**src/rtl/life_pkg.sv**
```systemverilog
// Shared definitions for the life arena cell access blocks.
package life_pkg;

  // Width of cell coordinates, shared with cell_reader.
  localparam int CELL_COORD_W = 8;

  // Writer FSM state encoding.
  typedef enum logic [1:0] {
    ST_IDLE  = 2'd0,
    ST_READ  = 2'd1,
    ST_WRITE = 2'd2
  } state_t;

endpackage

```
**src/rtl/cell_writer_if.sv**
```systemverilog
// Request side of the cell writer: start/ready handshake plus the target cell.
//
// Handshake: a request is accepted on a rising clk edge where start=1 and
// ready=1; cell_column/cell_row/cell_value are sampled on that edge only.
// start while ready=0 is ignored, never queued. Completion is signalled by a
// one-cycle done pulse; error pulses with done when the request was dropped
// for being outside the arena.
interface cell_writer_if
  import life_pkg::*;
();

  logic                    start;
  logic                    ready;
  logic                    done;
  logic                    error;
  logic [CELL_COORD_W-1:0] cell_column;
  logic [CELL_COORD_W-1:0] cell_row;
  logic                    cell_value;

  // Requester: next-generation update logic or the seed/edit loader.
  modport master (
    output start,
    output cell_column,
    output cell_row,
    output cell_value,
    input  ready,
    input  done,
    input  error
  );

  // The cell writer itself.
  modport slave (
    input  start,
    input  cell_column,
    input  cell_row,
    input  cell_value,
    output ready,
    output done,
    output error
  );

endinterface

```
**src/rtl/cell_writer.sv**
```systemverilog
// Read-modify-write of a single cell in the life arena: select the row, capture
// it with one bit replaced, then write the whole row back.
module cell_writer
  import life_pkg::*;
#(
  parameter int ARENA_WIDTH  = 10,
  parameter int ARENA_HEIGHT = 10
) (
  input  logic                    clk,
  input  logic                    reset,
  cell_writer_if.slave            req,
  output logic [CELL_COORD_W-1:0] arena_row_select,
  input  logic [ARENA_WIDTH-1:0]  arena_columns,
  output logic [ARENA_WIDTH-1:0]  arena_columns_out,
  output logic                    arena_write_enable,
  output state_t                  fsm_state
);

  state_t                  state;
  state_t                  state_next;
  logic [CELL_COORD_W-1:0] col_q;
  logic [CELL_COORD_W-1:0] row_q;
  logic                    val_q;
  logic                    drop_q;
  logic [ARENA_WIDTH-1:0]  row_word_q;
  logic [ARENA_WIDTH-1:0]  row_mod;
  logic                    accept;
  logic                    in_range;

  assign fsm_state = state;
  assign accept    = (state == ST_IDLE) && req.start;
  assign in_range  = (32'(req.cell_column) < 32'(ARENA_WIDTH)) &&
                     (32'(req.cell_row) < 32'(ARENA_HEIGHT));

  // Captured row with the target column replaced by the latched value.
  always_comb begin
    row_mod = arena_columns;
    for (int i = 0; i < ARENA_WIDTH; i++) begin
      if (col_q == CELL_COORD_W'(i)) row_mod[i] = val_q;
    end
  end

  // State register.
  always_ff @(posedge clk) begin
    if (reset) state <= ST_IDLE;
    else       state <= state_next;
  end

  // Request capture, drop flag and the modified row word.
  always_ff @(posedge clk) begin
    if (reset) begin
      col_q      <= '0;
      row_q      <= '0;
      val_q      <= 1'b0;
      drop_q     <= 1'b0;
      row_word_q <= '0;
    end else begin
      // Only an accepted start may touch the latched request.
      if (accept) begin
        col_q <= req.cell_column;
        row_q <= req.cell_row;
        val_q <= req.cell_value;
      end
      drop_q <= accept && !in_range;
      if (state == ST_READ) row_word_q <= row_mod;
    end
  end

  // Next state and outputs. Reset gates the write enable combinationally so
  // a WRITE cycle that coincides with reset never reaches the arena.
  always_comb begin
    state_next         = state;
    req.ready          = 1'b0;
    arena_row_select   = '0;
    arena_write_enable = 1'b0;
    case (state)
      ST_IDLE: begin
        req.ready = 1'b1;
        if (req.start && in_range) state_next = ST_READ;
      end
      ST_READ: begin
        arena_row_select = row_q;
        state_next       = ST_WRITE;
      end
      ST_WRITE: begin
        arena_row_select   = row_q;
        arena_write_enable = !reset;
        state_next         = ST_IDLE;
      end
      default: state_next = ST_IDLE;
    endcase
    req.error         = drop_q && !reset;
    req.done          = req.error || arena_write_enable;
    arena_columns_out = arena_write_enable ? row_word_q : '0;
  end

endmodule
```
**src/flat_wrapper.sv**
```systemverilog
// flat-port wrapper written by rule: the top's interface ports become plain ports
module cell_writer_flat import life_pkg::*;
#(
  parameter int ARENA_WIDTH  = 10,
  parameter int ARENA_HEIGHT = 10
)
  (clk, reset, arena_row_select, arena_columns, arena_columns_out, arena_write_enable, fsm_state, req_start, req_cell_column, req_cell_row, req_cell_value, req_ready, req_done, req_error);
  cell_writer_if req_i ();
  input  logic clk;
  input  logic reset;
  output logic [CELL_COORD_W-1:0] arena_row_select;
  input  logic [ARENA_WIDTH-1:0] arena_columns;
  output logic [ARENA_WIDTH-1:0] arena_columns_out;
  output logic arena_write_enable;
  output state_t fsm_state;
  input wire logic [$bits(req_i.start)-1:0] req_start;
  input wire logic [$bits(req_i.cell_column)-1:0] req_cell_column;
  input wire logic [$bits(req_i.cell_row)-1:0] req_cell_row;
  input wire logic [$bits(req_i.cell_value)-1:0] req_cell_value;
  output wire logic [$bits(req_i.ready)-1:0] req_ready;
  output wire logic [$bits(req_i.done)-1:0] req_done;
  output wire logic [$bits(req_i.error)-1:0] req_error;
  assign req_i.start = req_start;
  assign req_i.cell_column = req_cell_column;
  assign req_i.cell_row = req_cell_row;
  assign req_i.cell_value = req_cell_value;
  assign req_ready = req_i.ready;
  assign req_done = req_i.done;
  assign req_error = req_i.error;
  cell_writer #(.ARENA_WIDTH(ARENA_WIDTH), .ARENA_HEIGHT(ARENA_HEIGHT)) u_core (.clk(clk), .reset(reset), .req(req_i), .arena_row_select(arena_row_select), .arena_columns(arena_columns), .arena_columns_out(arena_columns_out), .arena_write_enable(arena_write_enable), .fsm_state(fsm_state));
endmodule
```
**config.mk**
```make
export PLATFORM = sky130hd
export DESIGN_NAME = cell_writer_flat
export DESIGN_NICKNAME = d
export VERILOG_FILES = /design/src/rtl/life_pkg.sv /design/src/rtl/cell_writer_if.sv /design/src/rtl/cell_writer.sv /design/src/flat_wrapper.sv
export SDC_FILE = /design/constraint.sdc
export NUM_CORES = 1
export LEC_CHECK = 0
export BUFFER_PORTS_ARGS = -buffer_cell sky130_fd_sc_hd__buf_4
export CAP_MARGIN = 20
export CORE_ASPECT_RATIO = 0.6
export CORE_MARGIN = 2
export CORE_UTILIZATION = 49
export CTS_CLUSTER_SIZE = 30
export DETAILED_ROUTE_END_ITERATION = 7
export PLACE_DENSITY = 0.88
export SYNTH_ARGS = -nofsm -noshare
export SYNTH_HDL_FRONTEND = slang
export SYNTH_SLANG_ARGS = --single-unit
```
**constraint.sdc**
```tcl
create_clock -name clk -period 2.1 [get_ports clk]
set_input_delay 0.42 -clock clk [delete_from_list [all_inputs] [get_ports clk]]
set_output_delay 0.42 -clock clk [all_outputs]
set_load 0.05 [all_outputs]
```
==> flow_summary.json <==
{
  "min_path_type": "primary input to flop",
  "synth_area_leaders": "dfxtp_1 39%, nand2_1 9.1%, and2_1 7.8%",
  "clockBufferDepth": 2,
  "ys_warn_count": 0,
  "worst_slack_ps": 122,
  "cts_sinks": 30,
  "relSlewSlack_pct": 61.8,
  "startpoint_type": "flop",
  "vias_per_cell": 5.38,
  "die_x_um": 76.1,
  "utilization_pct": 71.1,
  "ant_nets": 0,
  "synth_edf_count": 0,
  "synth_area_leader_cell": "dfxtp_1",
  "powerDensity_mw_per_mm2": 588,
  "total_leakage_power_nw": 0.857,
  "outcome": "finished, final reports clean",
  "synth_top_family_by_area": "simple AND/OR/NAND/NOR gates",
  "synth_compound_area_share_pct": 17.7,
  "first_global_vias": 1317,
  "synthXorXnorAreaFrac_pct": 0,
  "area_delta_synth_final_pct": 36.1,
  "h-tree-depth": 2,
  "dpl.hpwl_um": 2960,
  "top_usage_layer": "met2",
  "track_usage_pct": 23.4,
  "clkLatencyLatePin_ps": 280,
  "yosys.area_share.simple_pct": 34.9,
  "first_pass_iters": 4,
  "yosys-mux-area-fraction_pct": 1.39,
  "clock_skew_ps": 4.37,
  "die-area_mm2": 0.00360,
  "endpoint_kind": "output pin",
  "synth_cells": 192,
  "hold_viol_final": 0,
  "fin_nets": 279,
  "preCtsSetupSlack_ps": 200,
  "ys_types": 27,
  "cts_tree": "yes",
  "finalWeightedCongestion": 0.928,
  "grt_pass1_wl_um": 6350,
  "ys_ff_latch": 30,
  "core_mm2": 0.00293,
  "fmax_mhz": 506,
  "grt_use_met1_pct": 33.3,
  "critical_path_class": "flop to output pin",
  "numCtsBuffers": 5,
  "row_count": 15,
  "syn_avg_cell_area_um2": 7.97,
  "chipHeight_um": 47.3,
  "num_io_pins": 54,
  "path_max_fanout": 12,
  "fillCellCount": 248,
  "dp.cells": 280,
  "initial_core_util_pct": 52.3,
  "post-route-drc-count": 0,
  "yosysTopAreaCellShare_pct": 39.2,
  "grt_overflow": 0,
  "antenna_found_initial": 0,
  "setup_viol": 0,
  "seq_area_frac_synth_pct": 39.2,
  "io_buffer_count": 53,
  "async_reset_ff_share_pct": 0,
  "cp.arrival_ps": 1560,
  "antenna_cells": 0,
  "synthesis.area_mm2": 0.00153,
  "maxCapViolCount": 0,
  "synth_most_common_cell": "nand2_1",
  "drt-total-wl_um": 3940,
  "grt_use_met2_pct": 33.9,
  "layout-drive-gt1-share_pct": 32.9,
  "syn-num-nets": 226,
  "drt_iter0_drc": 147,
  "yosys-top-cells-count": "37 x nand2_1, 30 x dfxtp_1, 19 x and2_1",
  "period_needed_ps": 1980,
  "clkTransAtPathRegs_ps": 60,
  "slew_violations": 0,
  "worstPathRequired_ps": 1680,
  "grtUsageMet3_pct": 6.92,
  "yosys_most_used_dff": "dfxtp_1",
  "rsz0062_at_grt": "no",
  "setup_tns_ps": 0,
  "holdWs_ps": 380,
  "via_count": 1549,
  "grt_max_degree": 33,
  "finalNonFillerCells": 288,
  "root_buffer": "clkbuf_8",
  "worst_pin_slew_ps": 574,
  "cts_hold_buf": 0,
  "synthAdderAreaFrac_pct": 3.27,
  "max-vdd-ir-drop_v": 0.000439,
  "period_share_pct": 94.2,
  "wl_per_cell_um": 13.7
}
-- registers in the layout (all words and copies together), names as in the netlist --
register	flops
u_core.col_q	8
u_core.fsm_state	2
u_core.row_word_q	10
u_core.row_q	8
u_core.val_q	1
u_core.drop_q	1
-- per-stage QoR --
step | total power [mW] | instance area (µm²)
after floorplan | 0.688 | 1550
after global routing | 1.27 | 2080
after global placement | 0.757 | 1980
after CTS | 1.23 | 2080
final | 1.22 | 2080
after detailed placement | 0.761 | 1980
-- critical path: stages, from the launching register on --
cell	delay [ps]
dfxtp_2	370
inv_1	70
ha_1	200
nor2b_4	160
or2_2	290
buf_4	190
-- worst paths after layout --
| path | startpoint | end | slack, ps | cells past startpoint |
|---|---|---|---|---|
| setup reg to reg | u_core.col_q[4] | u_core.row_word_q[7] | 390 | 3 |
| setup / recovery | u_core.fsm_state[0] | req_done | 120 | 5 |
| hold reg to reg | u_core.row_q[0] | u_core.row_q[0] | 450 | 2 |
| hold / removal | req_cell_column[0] | u_core.col_q[0] | 380 | 3 |
-- cells in the final DEF, fill, tap and decap left out --
cell | Yosys | layout
or2_2 | 3 | 3
nor3_1 | 1 | 1
and2_2 | 0 | 9
clkbuf_1 | 8 | 1
nor2_1 | 3 | 3
nand2b_1 | 15 | 15
a32o_1 | 1 | 1
or4_1 | 2 | 2
o311ai_0 | 10 | 10
nand2_1 | 37 | 37
nor2b_4 | 0 | 1
dfxtp_2 | 0 | 2
dfxtp_1 | 30 | 28
a211oi_1 | 1 | 1
clkbuf_8 | 0 | 6
a21oi_1 | 17 | 17
or4_4 | 1 | 1
and2_0 | 1 | 1
mux2i_1 | 1 | 1
nor4_1 | 3 | 3
a31oi_1 | 10 | 10
mux2_2 | 1 | 1
nor2b_1 | 6 | 5
a41oi_1 | 1 | 1
nand4_1 | 8 | 8
buf_4 | 0 | 57
and2_1 | 19 | 10
and4_1 | 1 | 1
o21ai_0 | 2 | 2
clkinv_2 | 0 | 1
ha_1 | 4 | 4
inv_1 | 3 | 3
-- layout make-up --
cell class	instances	area [µm²]	share of cell area (%)
flip-flops and latches	30	603	29.0
multi-input cells	148	896	43.0
clock buffers	7	86.3	4.15
well taps	42	52.6	2.52
repair buffers	57	428	20.6
clock inverters	1	5.00	0.240
inverters	3	11.3	0.541
-- metal layers --
| metal | part of all wire (%) | up-vias |
|---|---|---|
| met5 | 0 | - |
| met4 | 1.3 | 0 |
| met3 | 7.6 | 8 |
| met2 | 40 | 68 |
| met1 | 51 | 682 |
| li1 | - | 791 |
-- logic make-up (layout without fill, tap and decap cells) --
| group | after synthesis | in the layout |
|---|---|---|
| flip-flops | 30 | 30 |
| adder cells (fa/ha/maj) | 4 | 4 |
| AO/OA/AOI/OAI | 42 | 42 |
| buffers and inverters | 14 | 68 |
| AND/OR/NAND/NOR | 100 | 100 |
| multiplexers | 2 | 2 |
-- power by group --
group          switching, mW  internal (mW)  leakage [nW]
clock                  0.209          0.264        0.0482
combinational         0.0795         0.0691         0.563
sequential            0.0151          0.588         0.246
total                  0.304          0.921         0.857
-- repair_timing --
item                       CTS  global route
setup buffers                0             0
setup endpoints to repair   11            11
pin swaps                    0             0
resized for setup            1             1
Note: power is estimated with default switching activity, not from simulation.
